File: src/rtl/dmemu_ctrl_if.sv
// Data-memory bus bundle: req/gnt/rvalid handshake with addr, strobes, data.
// master = access controller, slave = data memory.
interface dmemu_ctrl_if;
  logic        o_bus_req;
  logic        o_bus_we;
  logic [31:0] o_bus_addr;
  logic [3:0]  o_bus_be;
  logic [31:0] o_bus_wdata;
  logic        i_bus_gnt;
  logic        i_bus_rvalid;
  logic [31:0] i_bus_rdata;

  modport master (
    output o_bus_req,
    output o_bus_we,
    output o_bus_addr,
    output o_bus_be,
    output o_bus_wdata,
    input  i_bus_gnt,
    input  i_bus_rvalid,
    input  i_bus_rdata
  );

  modport slave (
    input  o_bus_req,
    input  o_bus_we,
    input  o_bus_addr,
    input  o_bus_be,
    input  o_bus_wdata,
    output i_bus_gnt,
    output i_bus_rvalid,
    output i_bus_rdata
  );
endinterface

File: src/rtl/dmemu_ctrl.sv
// MEM-stage data-memory controller: alignment check, bus req/gnt/rvalid, stall.
// Ports: pipeline access in, stall/done/misalign/timeout out, bus, formatter data.
module dmemu_ctrl #(
  parameter int unsigned TIMEOUT_CYCLES = 255
) (
  input  logic        i_clk,
  input  logic        i_rst_n,
  input  logic        i_valid,
  input  logic        i_is_load,
  input  logic        i_is_store,
  input  logic [2:0]  i_funct3,
  input  logic [31:0] i_addr,
  input  logic [31:0] i_wr_data,
  output logic        o_stall,
  output logic        o_done,
  output logic        o_misalign,
  output logic        o_timeout,
  output logic [31:0] o_rd_data,
  output logic [31:0] o_rd_addr,
  output logic [2:0]  o_rd_funct3,
  output logic        o_rd_is_load,
  dmemu_ctrl_if.master bus
);

  localparam logic [1:0] S_IDLE = 2'd0;
  localparam logic [1:0] S_REQ  = 2'd1;
  localparam logic [1:0] S_RESP = 2'd2;
  localparam logic [1:0] S_DONE = 2'd3;

  localparam logic [15:0] CNT_LAST =
    16'(TIMEOUT_CYCLES - 1);

  logic [1:0]  state;
  logic [15:0] cnt;

  logic        in_idle;
  logic        in_req;
  logic        in_resp;
  logic        access;
  logic        misal;
  logic        accept;
  logic        complete;
  logic        expire;
  logic [3:0]  be_nx;
  logic [31:0] wdata_nx;

  assign in_idle = (state == S_IDLE);
  assign in_req  = (state == S_REQ);
  assign in_resp = (state == S_RESP);

  assign access = i_valid & (i_is_load | i_is_store);

  // funct3[1:0]==11 cannot be decoded; it falls in the word bucket.
  assign misal =
    ((i_funct3[1:0] == 2'b01) & i_addr[0]) |
    (i_funct3[1] & (i_addr[1:0] != 2'b00));

  assign accept = in_idle & access & ~misal;

  assign o_misalign = in_idle & access & misal;

  // Gated by reset so the pipeline is released the moment reset hits.
  assign o_stall = i_rst_n &
    (in_req | in_resp | accept);

  assign complete =
    (in_req & bus.i_bus_gnt & bus.i_bus_rvalid) |
    (in_resp & bus.i_bus_rvalid);

  // Completion wins over timeout in the same cycle.
  assign expire =
    (in_req | in_resp) & ~complete &
    (cnt == CNT_LAST);

  always_comb begin
    be_nx    = 4'b1111;
    wdata_nx = i_wr_data;
    if (i_is_store) begin
      unique case (i_funct3[1:0])
        2'b00: begin
          be_nx    = 4'b0001 << i_addr[1:0];
          wdata_nx = {4{i_wr_data[7:0]}};
        end
        2'b01: begin
          be_nx    = i_addr[1] ? 4'b1100 : 4'b0011;
          wdata_nx = {2{i_wr_data[15:0]}};
        end
        default: begin
          be_nx    = 4'b1111;
          wdata_nx = i_wr_data;
        end
      endcase
    end
  end

  always_ff @(posedge i_clk or negedge i_rst_n) begin
    if (!i_rst_n) begin
      state           <= S_IDLE;
      cnt             <= '0;
      bus.o_bus_req   <= 1'b0;
      bus.o_bus_we    <= 1'b0;
      bus.o_bus_addr  <= '0;
      bus.o_bus_be    <= '0;
      bus.o_bus_wdata <= '0;
      o_rd_data       <= '0;
      o_rd_addr       <= '0;
      o_rd_funct3     <= '0;
      o_rd_is_load    <= 1'b0;
      o_done          <= 1'b0;
      o_timeout       <= 1'b0;
    end else begin
      o_done    <= 1'b0;
      o_timeout <= 1'b0;
      unique case (state)
        S_IDLE: begin
          if (accept) begin
            state           <= S_REQ;
            cnt             <= '0;
            bus.o_bus_req   <= 1'b1;
            bus.o_bus_we    <= i_is_store;
            bus.o_bus_addr  <= {i_addr[31:2], 2'b00};
            bus.o_bus_be    <= be_nx;
            bus.o_bus_wdata <= wdata_nx;
            o_rd_addr       <= i_addr;
            o_rd_funct3     <= i_funct3;
            o_rd_is_load    <= i_is_load;
          end
        end
        S_REQ, S_RESP: begin
          if (complete) begin
            state         <= S_DONE;
            bus.o_bus_req <= 1'b0;
            o_done        <= 1'b1;
            if (o_rd_is_load) begin
              o_rd_data <= bus.i_bus_rdata;
            end
          end else if (expire) begin
            state         <= S_DONE;
            bus.o_bus_req <= 1'b0;
            o_done        <= 1'b1;
            o_timeout     <= 1'b1;
            o_rd_data     <= '0;
          end else begin
            cnt <= cnt + 16'd1;
            if (in_req & bus.i_bus_gnt) begin
              state         <= S_RESP;
              bus.o_bus_req <= 1'b0;
            end
          end
        end
        S_DONE: begin
          // Still the same stalled instruction; i_valid is ignored.
          state <= S_IDLE;
        end
        default: begin
          state <= S_IDLE;
        end
      endcase
    end
  end

endmodule

File: src/flat_wrapper.sv
// flat-port wrapper written by rule: the top's interface ports become plain ports
module dmemu_ctrl_flat 
#(
  parameter int unsigned TIMEOUT_CYCLES = 255
)
  (i_clk, i_rst_n, i_valid, i_is_load, i_is_store, i_funct3, i_addr, i_wr_data, o_stall, o_done, o_misalign, o_timeout, o_rd_data, o_rd_addr, o_rd_funct3, o_rd_is_load, bus_o_bus_req, bus_o_bus_we, bus_o_bus_addr, bus_o_bus_be, bus_o_bus_wdata, bus_i_bus_gnt, bus_i_bus_rvalid, bus_i_bus_rdata);
  dmemu_ctrl_if bus_i ();
  input  logic i_clk;
  input  logic i_rst_n;
  input  logic i_valid;
  input  logic i_is_load;
  input  logic i_is_store;
  input  logic [2:0] i_funct3;
  input  logic [31:0] i_addr;
  input  logic [31:0] i_wr_data;
  output logic o_stall;
  output logic o_done;
  output logic o_misalign;
  output logic o_timeout;
  output logic [31:0] o_rd_data;
  output logic [31:0] o_rd_addr;
  output logic [2:0] o_rd_funct3;
  output logic o_rd_is_load;
  output wire logic [$bits(bus_i.o_bus_req)-1:0] bus_o_bus_req;
  output wire logic [$bits(bus_i.o_bus_we)-1:0] bus_o_bus_we;
  output wire logic [$bits(bus_i.o_bus_addr)-1:0] bus_o_bus_addr;
  output wire logic [$bits(bus_i.o_bus_be)-1:0] bus_o_bus_be;
  output wire logic [$bits(bus_i.o_bus_wdata)-1:0] bus_o_bus_wdata;
  input wire logic [$bits(bus_i.i_bus_gnt)-1:0] bus_i_bus_gnt;
  input wire logic [$bits(bus_i.i_bus_rvalid)-1:0] bus_i_bus_rvalid;
  input wire logic [$bits(bus_i.i_bus_rdata)-1:0] bus_i_bus_rdata;
  assign bus_o_bus_req = bus_i.o_bus_req;
  assign bus_o_bus_we = bus_i.o_bus_we;
  assign bus_o_bus_addr = bus_i.o_bus_addr;
  assign bus_o_bus_be = bus_i.o_bus_be;
  assign bus_o_bus_wdata = bus_i.o_bus_wdata;
  assign bus_i.i_bus_gnt = bus_i_bus_gnt;
  assign bus_i.i_bus_rvalid = bus_i_bus_rvalid;
  assign bus_i.i_bus_rdata = bus_i_bus_rdata;
  dmemu_ctrl #(.TIMEOUT_CYCLES(TIMEOUT_CYCLES)) u_core (.i_clk(i_clk), .i_rst_n(i_rst_n), .i_valid(i_valid), .i_is_load(i_is_load), .i_is_store(i_is_store), .i_funct3(i_funct3), .i_addr(i_addr), .i_wr_data(i_wr_data), .o_stall(o_stall), .o_done(o_done), .o_misalign(o_misalign), .o_timeout(o_timeout), .o_rd_data(o_rd_data), .o_rd_addr(o_rd_addr), .o_rd_funct3(o_rd_funct3), .o_rd_is_load(o_rd_is_load), .bus(bus_i));
endmodule
File: config.mk
export PLATFORM = sky130hd
export DESIGN_NAME = dmemu_ctrl_flat
export DESIGN_NICKNAME = d
export VERILOG_FILES = /design/src/rtl/dmemu_ctrl_if.sv /design/src/rtl/dmemu_ctrl.sv /design/src/flat_wrapper.sv
export SDC_FILE = /design/constraint.sdc
export NUM_CORES = 1
export LEC_CHECK = 0
export CORE_UTILIZATION = 43
export DETAILED_ROUTE_END_ITERATION = 6
export PLACE_DENSITY = 0.81
export SYNTH_ARGS = -nofsm -noshare
export SYNTH_HDL_FRONTEND = slang
export SYNTH_SLANG_ARGS = --single-unit
File: constraint.sdc
create_clock -name i_clk -period 2.9 [get_ports i_clk]
set_input_delay 0.87 -clock i_clk [delete_from_list [all_inputs] [get_ports i_clk]]
set_output_delay 0.87 -clock i_clk [all_outputs]
set_load 0.005 [all_outputs]
==> results of run 1 <==
==> worst max-delay path by stage <==
stage,from,endpoint,slack [ps],cells past startpoint
2_1_floorplan,i_addr[1],o_stall,330,5
3_3_place_gp,i_addr[0],o_stall,-570,7
3_5_place_dp,i_addr[0],o_stall,-580,7
4_1_cts,i_is_store,o_misalign,6,5
5_1_grt,i_is_load,o_stall,10,5
6_report,i_is_load,o_stall,60,5
==> layout make-up <==
class                   count  area [sq um]  area share, %
inverters                  39           146           1.62
clock inverters             7           138           1.52
multi-input cells         336          2270           25.1
well taps                 176           220           2.44
flip-flops and latches    126          3150           34.9
repair buffers            271          2650           29.4
clock buffers              23           458           5.07
==> tightest hold or removal path: stages, from the launching register on <==
cell     delay (ps)
dfrtp_1         340
nand2_1          50
o31ai_1          50
==> routing by layer <==
| metal | up-vias | share of wire [%] | GRT usage, % |
|---|---|---|---|
| met1 | 2412 | 40 | 27.0 |
| met2 | 183 | 51 | 39.8 |
| met4 | 0 | 1.9 | 8.54 |
| met5 | - | 0 | 0 |
| met3 | 26 | 7.3 | 7.18 |
| li1 | 2376 | - | - |
==> power by group through the flow <==
stage	clock network (mW)	logic (mW)	registers [mW]
finish	2.18	3.97	3.04
global placement	0	3.89	3.01
floorplan	0	1.72	3.04
detailed placement	0	3.98	3.06
global route	2.29	4.32	3.15
CTS	2.22	4.01	3.05
==> cells in the mapped netlist, types with 2 or more instances <==
cell type  instances  area share (%)
nand2_1           49             3.1
nand4_1            6            0.64
and3_1             3            0.32
nor3_1             2            0.17
o21ai_0           50             4.2
nor2_1            23             1.5
o211ai_1           5            0.64
a21oi_1            4            0.34
o21a_1             3            0.38
and4_1             3            0.45
nor4_1             2            0.21
a211oi_1           8             1.0
a22o_1             2            0.30
clkbuf_1          22             1.4
dfrtp_1          126              53
mux2_2            47             9.0
nand3_1           51             4.3
buf_2             10            0.85
a21o_1             2            0.25
nor2b_1            9            0.95
o31ai_1           17             2.2
inv_1             39             2.5
buf_4             32             4.1
and2_1             3            0.32
ha_1               7             1.5
a31oi_1            2            0.21
mux2i_1           11             1.9
or4_1              7            0.89
nand2b_1           3            0.32
==> sequential cells by signal, indices dropped and copies added, names as in the netlist, 2 cells and up <==
| signal | count |
|---|---|
| u_core.cnt | 16 |
| u_core.state | 2 |
| u_core.o_rd_funct3 | 3 |
| u_core.bus.o_bus_be | 4 |
| u_core.bus.o_bus_wdata | 32 |
| u_core.o_rd_addr | 31 |
| u_core.o_rd_data | 32 |
==> cells by family after synthesis <==
| family | Yosys count |
|---|---|
| and+or+nand+nor | 170 |
| buffers and inverters | 103 |
| muxes | 58 |
| DFF | 126 |
| adders and majority gates | 7 |
| other | 1 |
| AOI/OAI and AO/OA | 99 |
==> cells in the final DEF (no fill, tap or decap), drive strengths merged, types with 3 or more instances in the layout <==
cell type | Yosys | routed
a211oi | 8 | 8
a21oi | 4 | 4
a22o | 3 | 3
and2 | 3 | 3
and3 | 4 | 4
and4 | 3 | 3
buf | 42 | 29
bufinv | 0 | 4
clkbuf | 22 | 23
clkdlybuf4s50 | 0 | 237
dfrtp | 126 | 126
dlygate4sd2 | 0 | 3
ha | 7 | 7
inv | 39 | 39
mux2 | 47 | 47
mux2i | 11 | 11
nand2 | 49 | 49
nand2b | 3 | 3
nand3 | 51 | 51
nand4 | 7 | 7
nor2 | 23 | 23
nor2b | 9 | 9
o211ai | 6 | 6
o21a | 3 | 3
o21ai | 51 | 51
o31ai | 18 | 18
or4 | 8 | 8
==> stage by stage <==
stage	total power [mW]	cell area (sq um)	setup slack (ps)
after floorplan	4.76	5910	330
after global placement	6.91	8430	-571
after detailed placement	7.04	8430	-583
after CTS	9.28	9030	6.49
after global routing	9.76	9040	13.4
final	9.19	9040	62.9
==> repair_timing <==
action / CTS / global route
gates resized for setup: 14 / 5
pin swaps: 3 / 2
buffers inserted: 0 / 0
setup endpoints to repair: 2 / 2
endpoints found under the hold margin: 0 / 0
==> results.yml, run 1 <==
finish:
  final_core_util_pct: 68.0
  n_fill_cell: 964
  area_growth_pct: 53.1
  insertedDiodeCount: 0
  fin_cells: 978
  drive_above_1_share_pct: 14.3
  layout.nets: 904
detailed_routing:
  dr.pass1.iters: 7
  finalWirelength_um: 15700
  dr_total_vias: 4997
  ant_nets: 0
  drt_iter0_markers: 177
  via_per_inst: 5.11
  post-route-drc-count: 0
  avgRoutedWirePerCell_um: 16.0
floorplanning:
  die_h_um: 119
  coreArea_sq_um: 13300
  fp.dieW_um: 119
  start_util_pct: 44.4
  rows: 42
  ios: 248
  dieArea_sq_um: 14200
timing:
  rsz0062_at_grt: "false"
  fmax_ghz: 0.352
  drv_slew: 0
  skew_ps: 6.79
  hold_viol: 0
  worst_pin_slew_ps: 1090
  post-route-period-util_pct: 97.8
  setup-tns-final_ps: 0
  period_needed_ps: 2840
  slew_headroom_pct: 27.3
  hold_slack_ps: 475
  setup_viol: 0
clocking:
  cts_tree: "built"
  cts_buffer_depth: 2
  cts_root_buf: "clkbuf_16"
  numCtsBuffers: 17
  clock_latency_ps: 410
  cts.reportedPaths.clkPinSlew_ps: 60
  ctsHoldBuffers: 0
  cts_sinks: 126
  htree_num_levels: 4
power:
  power_frac_seq_pct: 33.1
  power_density_nw_per_um2: 1020
  combPwrFrac_pct: 43.2
  p_clk_share_pct: 23.7
  swShare_pct: 30.4
  p_int_mw: 6.40
  leakage_nw: 3.90
  ir_drop_mv: 0.516
  switching_power_mw: 2.80
synthesis:
  synthArstFlopShare_pct: 100
  synth-compound-area-share_pct: 10.9
  synthXorXnorAreaFrac_pct: 0
  ys.flop_type: "dfrtp_1"
  avgSynthCellArea_sq_um: 10.5
  ys_types: 45
  synthesis.area_sq_um: 5900
  yosys_warnings: 0
  muxShareOfSynthArea_pct: 10.8
  synth_seq_cells: 126
  syn_inst: 564
  synth_top_family_by_area: "simple AND/OR/NAND/NOR gates"
  synth-simple-area-share_pct: 14.6
  synth_edf_count: 0
  synth-adder-area-share_pct: 1.48
  yosysSeqAreaShare_pct: 53.4
setup_path:
  r2r-start: "u_core.state[0]$_DFFE_PN0P_"
  worstSetupStartpointType: "input port"
  critPathTopFamily: "buffers and inverters"
  cp.buffers_inverters: 2
  endpoint_kind: "output port"
  slowest_delay_ps: 490
  crit_slowest_cell: "clkdlybuf4s50_1"
  path_max_fanout: 3
  rrSetupSlack_ps: 340
  worstPathRequired_ps: 2030
  crit_path_cell_trace: "clkdlybuf4s50_1 -> o21a_1 -> nand3_4 -> a21boi_2 -> buf_2"
  critPathKind: "in2out"
  timing.rr.end: "u_core.cnt[9]$_DFFE_PN0P_"
  r2r_cells: 9
  arrival_ps: 1970
placed_design:
  io_buffer_count: 245
  place_inst: 948
  gp_congestion: 0.864
  hpwl_um: 11200
global_route:
  grt_max_degree: 102
  grt_overflow: 0
  antenna_found_initial: 0
  grt_pass1_vias: 5083
  grt_util_all_layers_pct: 23.1
  grt_pass1_wl_um: 25500
min_path:
  worstHoldStart: "u_core.bus.o_bus_wdata[15]$_DFFE_PN0P_"
  holdPathStages: 2
  hold_class: "reg2reg"
  hold-path-endpoint: "u_core.bus.o_bus_wdata[15]$_DFFE_PN0P_"
run:
  max_cap_violations: 0
outcome:
  status: "finished clean"
Note: power is estimated with default switching activity, not from simulation.
==> run 2, diff against run 1 <==
--- a/config.mk
+++ b/config.mk
@@ -5,9 +5,10 @@
 export SDC_FILE = /design/constraint.sdc
 export NUM_CORES = 1
 export LEC_CHECK = 0
+export ABC_AREA = 1
 export CORE_UTILIZATION = 43
 export DETAILED_ROUTE_END_ITERATION = 6
-export PLACE_DENSITY = 0.81
+export PLACE_DENSITY = 0.8
 export SYNTH_ARGS = -nofsm -noshare
 export SYNTH_HDL_FRONTEND = slang
 export SYNTH_SLANG_ARGS = --single-unit
==> run 2 against run 1 <==
Sequential power barely moved. Global-route usage rose by 1.5 points. First-iteration DRC count rose by 100%. Routed wire length rose by 9.2%. Sequential share of layout area fell by 0.49 points. Clock power rose by 8%.
==> results.yml, run 2 <==
detailed_routing:
  avgRoutedWirePerCell_um: 14.8
  finalWirelength_um: 17100
  ant_nets: 0
  dr.pass1.iters: 4
  dr_total_vias: 5690
  drt_iter0_markers: 358
  via_per_inst: 4.93
  post-route-drc-count: 0
global_route:
  met2_usage_pct: 40.7
  grt_util_all_layers_pct: 24.6
  grt_pass1_wl_um: 27700
  grt_max_degree: 78
  top_usage_layer: "met2"
  met3_usage_pct: 8.07
  antenna_found_initial: 1
  use_met1_pct: 29.6
  grt_overflow: 0
  grt_pass1_vias: 5536
timing:
  worst_pin_slew_ps: 941
  drv_slew: 0
  hold_viol: 0
  skew_ps: 7.13
  rsz0062_at_grt: "false"
  post-route-period-util_pct: 96.0
  slew_headroom_pct: 37.2
  period_needed_ps: 2780
  fmax_ghz: 0.359
  setup_viol: 0
power:
  ir_drop_mv: 0.570
  power_density_nw_per_um2: 1020
  leakage_nw: 4.35
synthesis:
  synth.most_common_cell: "nand2_1"
  ys_types: 28
  synth_area_leader_cell: "dfrtp_1"
  synth_seq_cells: 126
  synth_top_area_share_pct: 52.4
  yosys_warnings: 0
  synthesis.area_sq_um: 6020
  avgSynthCellArea_sq_um: 8.09
  synth_commonest_cells: "263 x nand2_1, 126 x dfrtp_1, 94 x nand3_1"
  yosysSeqAreaShare_pct: 52.4
  synthTopCellsByArea: "dfrtp_1 52%, nand2_1 16%, nand3_1 7.8%"
  synth_edf_count: 0
  syn_inst: 744
  ys.flop_type: "dfrtp_1"
  synthArstFlopShare_pct: 100
finish:
  area_growth_pct: 52.2
  top_regs: "u_core.bus.o_bus_wdata x32, u_core.o_rd_data x32, u_core.o_rd_addr x31"
  n_fill_cell: 1101
  drive_above_1_share_pct: 7.57
  final_core_util_pct: 68.1
  fin_area_sq_um: 9170
  multi_input_area_sq_um: 2320
  mostFrequentLayoutCells: "263 x nand2_1, 238 x clkdlybuf4s50_1, 126 x dfrtp_1"
  insertedDiodeCount: 0
  layout_commonest_cell: "nand2_1"
  layout.nets: 1077
  seq_area_sq_um: 3150
clocking:
  numCtsBuffers: 17
  cts_sinks: 126
  cts_tree: "built"
  cts.reportedPaths.clkPinSlew_ps: 50
  ctsHoldBuffers: 0
  htree_num_levels: 4
  cts_buffer_depth: 2
  cts_root_buf: "clkbuf_16"
  clock_latency_ps: 420
floorplanning:
  fp.dieW_um: 120
  dieArea_sq_um: 14500
  ios: 248
  start_util_pct: 44.8
  coreArea_sq_um: 13500
  rows: 42
  die_h_um: 120
placed_design:
  gp_congestion: 0.846
  io_buffer_count: 245
  hpwl_um: 12300
  placed_cell_area_sq_um: 8500
run:
  max_cap_violations: 0
setup_path:
  path_max_fanout: 2
  critPathKind: "in2out"
  r2r_cells: 11
  worstSetupStartpointType: "input port"
  worstPathRequired_ps: 2030
  arrival_ps: 1910
  endpoint_kind: "output port"
min_path:
  holdPathStages: 2
  hold_class: "reg2reg"
outcome:
  status: "finished clean"
run 2: stage by stage:
step	total power [mW]	hold WS, ps	instances	TNS [ps]	worst slack (ps)
after floorplan	4.68	464	745	0	243
after global routing	9.92	493	1153	0	30.1
after detailed placement	7.04	462	1120	-2830	-380
after global placement	6.95	461	1120	-1650	-337
final	9.33	474	1153	0	116
after CTS	9.43	479	1153	0	85.0
run 2: worst max-delay path, cell delays in order:
cell and delay (ps):
clkdlybuf4s50_1 490, inv_2 60, nand2_1 80, nand2_1 80, nor2_1 90, dlygate4sd2_1 230
run 2: worst paths after layout:
kind	from	to	slack (ps)
setup / recovery	i_funct3[0]	o_misalign	120
hold / removal	u_core.bus.o_bus_req$_DFFE_PN0P_	u_core.bus.o_bus_req$_DFFE_PN0P_	470
setup reg to reg	u_core.state[0]$_DFFE_PN0P_	u_core.bus.o_bus_be[0]$_DFFE_PN0P_	480
hold reg to reg	u_core.bus.o_bus_req$_DFFE_PN0P_	u_core.bus.o_bus_req$_DFFE_PN0P_	470
max in group asynchronous	i_rst_n	u_core.bus.o_bus_wdata[12]$_DFFE_PN0P_	960
min in group asynchronous	i_rst_n	u_core.o_done$_DFF_PN0_	570
run 2: power by group:
group	internal, mW	switching [mW]	leakage [nW]
Combinational	2.33	1.62	2.42
Sequential	2.52	0.517	1.61
Clock	1.55	0.797	0.316
Total	6.40	2.94	4.35
run 2: cell type report:
type / instances / share of cell area [%]
Sequential cell: 126 / 34.4
Inverter: 39 / 1.60
Multi-Input combinational cell: 512 / 25.3
Clock inverter: 14 / 2.35
Clock buffer: 18 / 4.79
Timing Repair Buffer: 268 / 29.2
Tap cell: 176 / 2.40
run 2: repair_timing:
action | 4_1_cts | 5_1_grt
gates resized for setup | 9 | 4
buffers inserted | 1 | 0
setup endpoints to repair | 2 | 2
pin swaps | 1 | 2
run 2: kinds of logic after synthesis:
kind of cell	share of synthesized area, %
flops	52.4
xor+xnor	0.727
other cells	0.0623
buf+inv	9.27
fa+ha+maj	1.45
compound gates	6.77
simple gates	29.4
run 2: per-layer routing:
metal	wire length, um	vias up
met5	16	-
met3	1450	29
met4	401	2
met2	8370	216
met1	6870	2639
li1	-	2804
==> run 3, diff against run 2 <==
--- a/config.mk
+++ b/config.mk
@@ -6,9 +6,9 @@
 export NUM_CORES = 1
 export LEC_CHECK = 0
 export ABC_AREA = 1
-export CORE_UTILIZATION = 43
+export CORE_UTILIZATION = 45
 export DETAILED_ROUTE_END_ITERATION = 6
-export PLACE_DENSITY = 0.8
+export DONT_BUFFER_PORTS = 1
 export SYNTH_ARGS = -nofsm -noshare
 export SYNTH_HDL_FRONTEND = slang
 export SYNTH_SLANG_ARGS = --single-unit
==> run 3 against run 2 <==
Sequential power rose by 8.9%. Clock power is 11% lower. Combinational power shrank 60%. Total power shrank 25%. Cell area is 29% lower. Flip-flop and latch count unchanged. Core utilization fell by 17 points. Routed wire length decreased by 14%. Die area decreased by 4.4%. Global-route usage fell by 2.5 points.
==> results.yml, run 3 (synthesis results as in run 2) <==
clocking:
  cts_tree: "built"
  cts_setup_buffers: 0
  htree_num_levels: 4
  cts_buffer_depth: 2
  numCtsBuffers: 17
  cts.reportedPaths.clkPinSlew_ps: 50
  clock_latency_ps: 410
  cts_root_buf: "clkbuf_16"
  cts_resized: 0
  cts_sinks: 126
  ctsHoldBuffers: 0
setup_path:
  timing.rr.end: "u_core.cnt[2]$_DFFE_PN0P_"
  r2r-start: "u_core.state[0]$_DFFE_PN0P_"
  worstSetupStartpointType: "register"
  path_max_fanout: 6
  r2r_cells: 10
  rrSetupSlack_ps: 830
  endpoint: "o_stall"
  worstPathRequired_ps: 2030
  arrival_ps: 1790
  startpoint: "u_core.state[0]$_DFFE_PN0P_"
  critPathKind: "reg2out"
  endpoint_kind: "output port"
power:
  ir_drop_mv: 0.440
  total_power_mw: 7.00
  leakage_nw: 3.28
  power_frac_seq_pct: 47.3
  combPwrFrac_pct: 22.7
  switching_power_mw: 2.50
  p_int_mw: 4.50
  p_clk_share_pct: 30.0
  power_density_nw_per_um2: 1070
  swShare_pct: 35.7
finish:
  insertedDiodeCount: 0
  fin_cells: 890
  drive_above_1_share_pct: 7.38
  top_regs: "u_core.bus.o_bus_wdata x32, u_core.o_rd_data x32, u_core.o_rd_addr x31"
  mostFrequentLayoutCells: "263 x nand2_1, 126 x dfrtp_1, 94 x nand3_1"
  layout.nets: 819
  area_growth_pct: 8.12
  layout_commonest_cell: "nand2_1"
  n_fill_cell: 1235
detailed_routing:
  dr.pass1.iters: 5
  drt_iter0_markers: 259
  post-route-drc-count: 0
  ant_nets: 0
  avgRoutedWirePerCell_um: 16.6
  finalWirelength_um: 14800
  via_per_inst: 5.34
  dr_total_vias: 4755
global_route:
  grt_pass1_wl_um: 24200
  antenna_found_initial: 0
  grt_overflow: 0
  grt_pass1_vias: 4633
  grt_util_all_layers_pct: 22.1
  grt_max_degree: 128
timing:
  period_needed_ps: 2660
  worst_pin_slew_ps: 748
  setup-tns-final_ps: 0
  fmax_ghz: 0.376
  setup_viol: 0
  post-route-period-util_pct: 91.8
  rsz0062_at_grt: "false"
  slew_headroom_pct: 50.1
  drv_slew: 0
  skew_ps: 7.13
  hold_slack_ps: 156
  hold_viol: 0
floorplanning:
  fp.dieW_um: 118
  ios: 248
  die_h_um: 118
  coreArea_sq_um: 12800
  start_util_pct: 47.0
  dieArea_sq_um: 13800
  rows: 41
placed_design:
  place_inst: 859
  hpwl_um: 10300
  io_buffer_count: 0
  gp_congestion: 0.831
run:
  max_cap_violations: 0
min_path:
  hold_class: "in2async"
outcome:
  status: "finished clean"
run 3: metal layers:
| metal | part of all wire [%] | up-vias | global-route usage (%) |
|---|---|---|---|
| li1 | - | 2284 | - |
| met1 | 41 | 2250 | 25.8 |
| met2 | 48 | 199 | 36.7 |
| met3 | 9.0 | 22 | 8.96 |
| met4 | 1.7 | 0 | 7.85 |
| met5 | 0 | - | 0 |
run 3: power by group through the flow:
stage | Sequential [mW] | Clock [mW] | Combinational (mW)
6_report | 3.31 | 2.10 | 1.59
5_1_grt | 3.41 | 2.21 | 1.86
3_5_place_dp | 3.34 | 0 | 1.60
4_1_cts | 3.33 | 2.14 | 1.61
2_1_floorplan | 3.05 | 0 | 1.64
3_3_place_gp | 3.33 | 0 | 1.53
run 3: layout make-up:
cell class,instances,area (sq um),share of cell area (%)
clock inverter,5,78.8,1.21
timing repair buffer,10,87.6,1.35
sequential,126,3150,48.4
tap,172,215,3.31
inverter,39,146,2.25
clock buffer,26,509,7.82
multi-input combinational,512,2320,35.6
run 3: how the worst min path moves through the flow:
stage / startpoint / endpoint / slack (ps) / depth (start not counted)
after floorplan: u_core.bus.o_bus_req$_DFFE_PN0P_ / u_core.bus.o_bus_req$_DFFE_PN0P_ / 460 / 2
after global placement: u_core.o_rd_funct3[2]$_DFFE_PN0P_ / u_core.o_rd_funct3[2]$_DFFE_PN0P_ / 500 / 2
after detailed placement: u_core.bus.o_bus_req$_DFFE_PN0P_ / u_core.bus.o_bus_req$_DFFE_PN0P_ / 500 / 2
after CTS: i_rst_n / u_core.o_timeout$_DFF_PN0_ / 140 / 0
after global routing: i_rst_n / u_core.cnt[5]$_DFFE_PN0P_ / 130 / 0
final: i_rst_n / u_core.o_done$_DFF_PN0_ / 160 / 0
run 3: stage by stage:
step	instance area (sq um)	worst slack [ps]	util (%)
after CTS	6500	119	50.7
after detailed placement	5920	370	46.1
final	6510	238	50.8
after floorplan	6030	243	-
after global routing	6510	34.8	50.8
after global placement	5920	396	46.1
run 3: critical path, cell delays in order, from the launching register on:
cell      delay [ps]
dfrtp_1          420
inv_1            110
ha_2             220
nand2_1           70
a21oi_2          140
nand2_2          120
a21boi_0         170
buf_4            130
